$ cat config.mk
export PLATFORM = sky130hd
export DESIGN_NAME = kb_scan_decoder
export DESIGN_NICKNAME = d
export VERILOG_FILES = /design/src/rtl/kb_scan_decoder.sv
export SDC_FILE = /design/constraint.sdc
export NUM_CORES = 1
export LEC_CHECK = 0
export ABC_AREA = 0
export BUFFER_PORTS_ARGS = -buffer_cell sky130_fd_sc_hd__buf_4
export CAP_MARGIN = 20
export CORE_AREA = 3 3 45 78
export DETAILED_ROUTE_END_ITERATION = 10
export DIE_AREA = 0 0 48 81
export PLACE_DENSITY = 0.87
export SLEW_MARGIN = 15
export SYNTH_ARGS = -nofsm -noshare
export SYNTH_HDL_FRONTEND = slang
export SYNTH_SLANG_ARGS = --single-unit
$ cat constraint.sdc
create_clock -name i_clk -period 4.3 [get_ports i_clk]
set_input_delay 0.86 -clock i_clk [delete_from_list [all_inputs] [get_ports i_clk]]
set_output_delay 0.86 -clock i_clk [all_outputs]
set_load 0.02 [all_outputs]
$ cat src/rtl/kb_scan_decoder.sv
// PS/2 set-2 scan-code decoder: strobe synchronizer, prefix FSM with timeout, key-event outputs.
// Define KB_ASCII_EN to add shift/caps tracking and make-code to ASCII translation.
module kb_scan_decoder #(
  parameter int unsigned TIMEOUT_CYCLES = 50000
) (
  input  logic       i_clk,
  input  logic       i_rst,
  input  logic [7:0] i_scan_code,
  input  logic       i_byte_strobe,
  output logic       o_key_valid,
  output logic [7:0] o_key_code,
  output logic       o_key_ext,
  output logic       o_key_release,
  output logic [7:0] o_ascii,
  output logic       o_shift,
  output logic       o_caps,
  output logic       o_error
);

  localparam int unsigned CNT_W = (TIMEOUT_CYCLES > 2) ? $clog2(TIMEOUT_CYCLES) : 1;
  localparam logic [CNT_W-1:0] CNT_MAX = CNT_W'(TIMEOUT_CYCLES - 1);

  typedef enum logic [1:0] {
    ST_IDLE    = 2'd0,
    ST_EXT     = 2'd1,
    ST_BRK     = 2'd2,
    ST_EXT_BRK = 2'd3
  } state_t;

  state_t           state;
  state_t           byte_next;
  logic [CNT_W-1:0] tmo_cnt;
  logic             sync1, sync2, hist, sync_valid, armed;
  logic             byte_edge, byte_event, byte_err;
  logic             ev_ext, ev_rel;

  // A level already high at reset release must first be seen low before it can count as an edge
  always_ff @(posedge i_clk) begin
    if (i_rst) begin
      sync1      <= 1'b0;
      sync2      <= 1'b0;
      hist       <= 1'b0;
      sync_valid <= 1'b0;
      armed      <= 1'b0;
    end else begin
      sync1      <= i_byte_strobe;
      sync2      <= sync1;
      hist       <= sync2;
      sync_valid <= 1'b1;
      armed      <= armed | (sync_valid & ~sync1);
    end
  end

  assign byte_edge = sync2 & ~hist & armed;
  assign ev_ext    = (state == ST_EXT) || (state == ST_EXT_BRK);
  assign ev_rel    = (state == ST_BRK) || (state == ST_EXT_BRK);

  // Classify the incoming byte against the current prefix state
  always_comb begin
    byte_next  = ST_IDLE;
    byte_event = 1'b0;
    byte_err   = 1'b0;
    case (i_scan_code)
      8'h00, 8'hFF: byte_err = 1'b1;
      8'hAA, 8'hFA, 8'hFE, 8'hEE, 8'hE1: byte_err = 1'b0;
      8'hE0: begin
        byte_next = ST_EXT;
        byte_err  = (state != ST_IDLE);
      end
      8'hF0: begin
        byte_next = (state == ST_EXT) ? ST_EXT_BRK : ST_BRK;
        byte_err  = (state == ST_BRK) || (state == ST_EXT_BRK);
      end
      default: byte_event = 1'b1;
    endcase
  end

  // Prefix FSM, timeout counter and event outputs; a byte edge always beats timeout expiry
  always_ff @(posedge i_clk) begin
    if (i_rst) begin
      state         <= ST_IDLE;
      tmo_cnt       <= '0;
      o_key_valid   <= 1'b0;
      o_key_code    <= 8'h00;
      o_key_ext     <= 1'b0;
      o_key_release <= 1'b0;
      o_error       <= 1'b0;
    end else begin
      o_key_valid <= 1'b0;
      o_error     <= 1'b0;
      if (byte_edge) begin
        tmo_cnt <= '0;
        state   <= byte_next;
        o_error <= byte_err;
        if (byte_event) begin
          o_key_valid   <= 1'b1;
          o_key_code    <= i_scan_code;
          o_key_ext     <= ev_ext;
          o_key_release <= ev_rel;
        end
      end else if (state != ST_IDLE) begin
        if (tmo_cnt == CNT_MAX) begin
          state   <= ST_IDLE;
          o_error <= 1'b1;
        end else begin
          tmo_cnt <= tmo_cnt + CNT_W'(1);
        end
      end
    end
  end

`ifdef KB_ASCII_EN
  logic       shift_l, shift_r, caps_held;
  logic       shift_l_d, shift_r_d, caps_held_d, caps_d;
  logic [7:0] lut_ascii, ev_ascii;
  logic       lut_letter;

  // Set-2 make code to lowercase ASCII
  always_comb begin
    lut_ascii = 8'h00;
    case (i_scan_code)
      8'h1C: lut_ascii = 8'h61; 8'h32: lut_ascii = 8'h62; 8'h21: lut_ascii = 8'h63;
      8'h23: lut_ascii = 8'h64; 8'h24: lut_ascii = 8'h65; 8'h2B: lut_ascii = 8'h66;
      8'h34: lut_ascii = 8'h67; 8'h33: lut_ascii = 8'h68; 8'h43: lut_ascii = 8'h69;
      8'h3B: lut_ascii = 8'h6A; 8'h42: lut_ascii = 8'h6B; 8'h4B: lut_ascii = 8'h6C;
      8'h3A: lut_ascii = 8'h6D; 8'h31: lut_ascii = 8'h6E; 8'h44: lut_ascii = 8'h6F;
      8'h4D: lut_ascii = 8'h70; 8'h15: lut_ascii = 8'h71; 8'h2D: lut_ascii = 8'h72;
      8'h1B: lut_ascii = 8'h73; 8'h2C: lut_ascii = 8'h74; 8'h3C: lut_ascii = 8'h75;
      8'h2A: lut_ascii = 8'h76; 8'h1D: lut_ascii = 8'h77; 8'h22: lut_ascii = 8'h78;
      8'h35: lut_ascii = 8'h79; 8'h1A: lut_ascii = 8'h7A;
      8'h45: lut_ascii = 8'h30; 8'h16: lut_ascii = 8'h31; 8'h1E: lut_ascii = 8'h32;
      8'h26: lut_ascii = 8'h33; 8'h25: lut_ascii = 8'h34; 8'h2E: lut_ascii = 8'h35;
      8'h36: lut_ascii = 8'h36; 8'h3D: lut_ascii = 8'h37; 8'h3E: lut_ascii = 8'h38;
      8'h46: lut_ascii = 8'h39;
      8'h29: lut_ascii = 8'h20; 8'h5A: lut_ascii = 8'h0D; 8'h66: lut_ascii = 8'h08;
      default: lut_ascii = 8'h00;
    endcase
  end

  assign lut_letter = (lut_ascii >= 8'h61) && (lut_ascii <= 8'h7A);
  assign ev_ascii   = (ev_ext || ev_rel) ? 8'h00 :
                      (lut_letter && ((shift_l | shift_r) ^ o_caps)) ? (lut_ascii - 8'h20) :
                      lut_ascii;

  // Modifier tracking; caps toggles only on the first make after a break
  always_comb begin
    shift_l_d   = shift_l;
    shift_r_d   = shift_r;
    caps_held_d = caps_held;
    caps_d      = o_caps;
    if (byte_edge && byte_event && !ev_ext) begin
      case (i_scan_code)
        8'h12: shift_l_d = ~ev_rel;
        8'h59: shift_r_d = ~ev_rel;
        8'h58: begin
          if (!ev_rel && !caps_held) caps_d = ~o_caps;
          caps_held_d = ~ev_rel;
        end
        default: caps_held_d = caps_held;
      endcase
    end
  end

  always_ff @(posedge i_clk) begin
    if (i_rst) begin
      shift_l   <= 1'b0;
      shift_r   <= 1'b0;
      caps_held <= 1'b0;
      o_caps    <= 1'b0;
      o_shift   <= 1'b0;
      o_ascii   <= 8'h00;
    end else begin
      shift_l   <= shift_l_d;
      shift_r   <= shift_r_d;
      caps_held <= caps_held_d;
      o_caps    <= caps_d;
      o_shift   <= shift_l_d | shift_r_d;
      if (byte_edge && byte_event) o_ascii <= ev_ascii;
    end
  end
`else
  assign o_ascii = 8'h00;
  assign o_shift = 1'b0;
  assign o_caps  = 1'b0;
`endif

endmodule

==> impl_metrics.py <==
metrics = {
    "outcome": {
        "status": "completed",
    },
    "logic_synthesis": {
        "syn_area_um2": 1600,
        "synth_top_family_by_area": "simple AND/OR/NAND/NOR gates",
        "syn_inst": 186,
        "synth.ff_latch_count": 35,
        "synth_edf_count": 0,
        "yosys.area_share.simple": 0.283,
        "synthTopCellsByArea": "dfxtp_1, mux2i_1, nor2_1, nand2_1, xor2_1",
        "yosysMostFrequentCell": "dfxtp_1",
        "yosys-top-cells-count": "dfxtp_1, nor2_1, nand2_1",
        "ys.warnings.count": 0,
        "synthXorXnorAreaFrac": 0.0824,
        "avgSynthCellArea_um2": 8.58,
        "synthArstFlopShare": 0,
        "synth_area_leader_cell": "dfxtp_1",
        "muxShareOfSynthArea": 0.0690,
        "ys_types": 33,
        "yosys_most_used_dff": "dfxtp_1",
        "synth-compound-area-share": 0.0408,
        "seq_area_frac_synth": 0.439,
        "synthAdderAreaFrac": 0.00784,
        "synth_top_area_frac": 0.439,
    },
    "sta": {
        "period_share": 0.541,
        "setup_viol": 0,
        "setup_slack_ns": 1.97,
        "fin_crit_ns": 2.33,
        "slew_headroom": 0.346,
        "hold_violations": 0,
        "rsz0062_at_grt": "false",
        "slew_violations": 0,
        "clock-skew-final_ns": 0.00633,
        "max_freq_ghz": 0.430,
        "max_slew.worst_pin.slew_ns": 0.977,
        "finalSetupTns_ns": 0,
    },
    "floorplanning": {
        "fp-row-count": 26,
        "fp.dieW_um": 48,
        "dieArea_um2": 3890,
        "io-pin-count": 33,
        "initial_core_util": 0.545,
        "coreArea_um2": 2930,
        "fp.dieH_um": 81,
    },
    "detailed_routing": {
        "drtPass1Iterations": 4,
        "wl_met3_um": 128,
        "drc_errors": 0,
        "drt-initial-drc-count": 34,
        "wl_um": 2950,
        "via_per_inst": 5.43,
        "top_layer": "met4",
        "wl_per_cell_um": 12.3,
        "ant_nets": 0,
        "wl_met2_um": 1580,
        "met1Wirelength_um": 1140,
        "vias": 1297,
    },
    "worst_hold_path": {
        "min-delay-start": "o_key_code[6]",
        "worstHoldEndpoint": "o_key_code[6]",
        "min_path_type": "reg -> reg",
        "min_path_cells": 2,
    },
    "layout": {
        "finalNonFillerCells": 239,
        "fin_area_um2": 1810,
        "multi_input_area_um2": 808,
        "largest_reg_flops": 16,
        "reg_top3": "tmo_cnt x16, o_key_code x8, state x2",
        "final_layout_size_suffix_gt1_frac": 0.152,
        "areaGrowthSynthToFinish_pct": 13.6,
        "nets": 222,
        "regMostFlops": "tmo_cnt",
        "ff_latch_area_um2": 701,
        "nFillCells": 273,
        "diodes": 0,
    },
    "clock_tree": {
        "postCtsSetupBuffers": 0,
        "h-tree-depth": 2,
        "clk_path_buf_depth": 2,
        "cts_buffers": 5,
        "post_cts_resized": 0,
        "holdBufCountCts": 0,
        "cts.sinks": 35,
        "clkTransAtPathRegs_ns": 0.07,
        "clk_latency_ns": 0.28,
        "cts_tree": "done",
        "cts-root-buf": "clkbuf_8",
    },
    "setup_path": {
        "timing.rr.start": "armed",
        "worst_r2r_path_depth": 5,
        "start_kind": "primary input",
        "required_ns": 4.51,
        "r2r_end": "o_key_ext",
        "critPathKind": "in -> reg",
        "r2r_setup_slack_ns": 2.17,
        "endpoint_kind": "flip-flop",
        "cp.arrival_ns": 2.53,
        "critPathMaxFanout": 11,
    },
    "global_routing": {
        "grt_pass1_wl_um": 4900,
        "grt_pass1_vias": 1208,
        "grt_util_all_layers": 0.176,
        "grt_max_degree": 24,
        "grt-ovfl-total": 0,
        "antenna_found_initial": 0,
    },
    "power_and_ir_drop": {
        "p_per_area_nw_per_um2": 325,
        "power_mw": 0.589,
        "peakVddDrop_mv": 0.243,
        "p_leak_nw": 0.692,
    },
    "placed_design": {
        "io_buffers": 22,
        "placedCellCount": 231,
        "place_congestion": 0.787,
        "place_ws_ns": 1.72,
        "post-dp-hpwl_um": 2180,
        "dpl-instance-area_um2": 1730,
    },
    "job": {
        "cap_violations": 0,
    },
}
cell usage in the layout, fill, tap and decap left out, types with 3 or more instances in the layout:
master	instances
xor2_1	9
nor2_1	27
nand3_1	10
inv_1	6
nand4_1	5
buf_4	22
mux2i_1	11
nor3_1	4
a21oi_1	5
dfxtp_1	35
clkbuf_8	5
o21ai_0	3
xnor2_1	6
nand2_1	26
or3_1	3
conb_1	10
cell families (layout without fill, tap and decap cells):
kind of cell             after synthesis  count (layout)
AND/OR/NAND/NOR                       92              92
flip-flops                            35              35
other                                  1              10
multiplexers                          11              11
AO/OA/AOI/OAI                         11              11
buffers and inverters                 20              36
XOR/XNOR                              15              15
adder cells (fa/ha/maj)                1               1
power by group:
| part | switching [mW] | internal (mW) | leakage, nW |
|---|---|---|---|
| Sequential | 0.00147 | 0.328 | 0.283 |
| Combinational | 0.0261 | 0.0126 | 0.367 |
| Clock | 0.108 | 0.113 | 0.0422 |
| Total | 0.135 | 0.454 | 0.692 |
worst max-delay path, cell delays in order:
cell and delay, ns:
buf_4 0.13, nand4_1 0.12, nor2_1 0.06, nor3_1 0.24, nor3b_2 0.84, mux2i_1 0.28
layer usage:
metal / GRT usage / vias to the layer above
met2: 0.316 / 30
li1: - / 653
met1: 0.161 / 606
met4: 0.113 / 0
met3: 0.0421 / 8
met5: 0 / -
area by class of cell:
class	instances	share of cell area
Clock buffer	7	0.0421
Clock inverter	1	0.00276
Inverter	6	0.0124
Multi-Input combinational cell	140	0.446
Sequential cell	35	0.386
Tap cell	28	0.0193
Timing Repair Buffer	22	0.0911
metrics by stage:
step                      utilization  hold slack (ns)
after floorplan                     -            0.413
after CTS                       0.619            0.459
after global routing            0.619            0.479
final                           0.619            0.457
after global placement          0.591            0.439
after detailed placement        0.591            0.442
worst max path at each step:
stage                     slack (ns)       endpoint  depth (start not counted)      startpoint
after global routing            1.81      o_key_ext                          6  i_scan_code[5]
final                           1.97      o_key_ext                          6  i_scan_code[5]
after floorplan                 2.17    o_key_valid                          6  i_scan_code[7]
after detailed placement        1.72      o_key_ext                          6  i_scan_code[0]
after global placement          1.78  o_key_release                          6  i_scan_code[0]
after CTS                       2.01      o_key_ext                          6  i_scan_code[5]
Power figures use the tool's default switching activity.
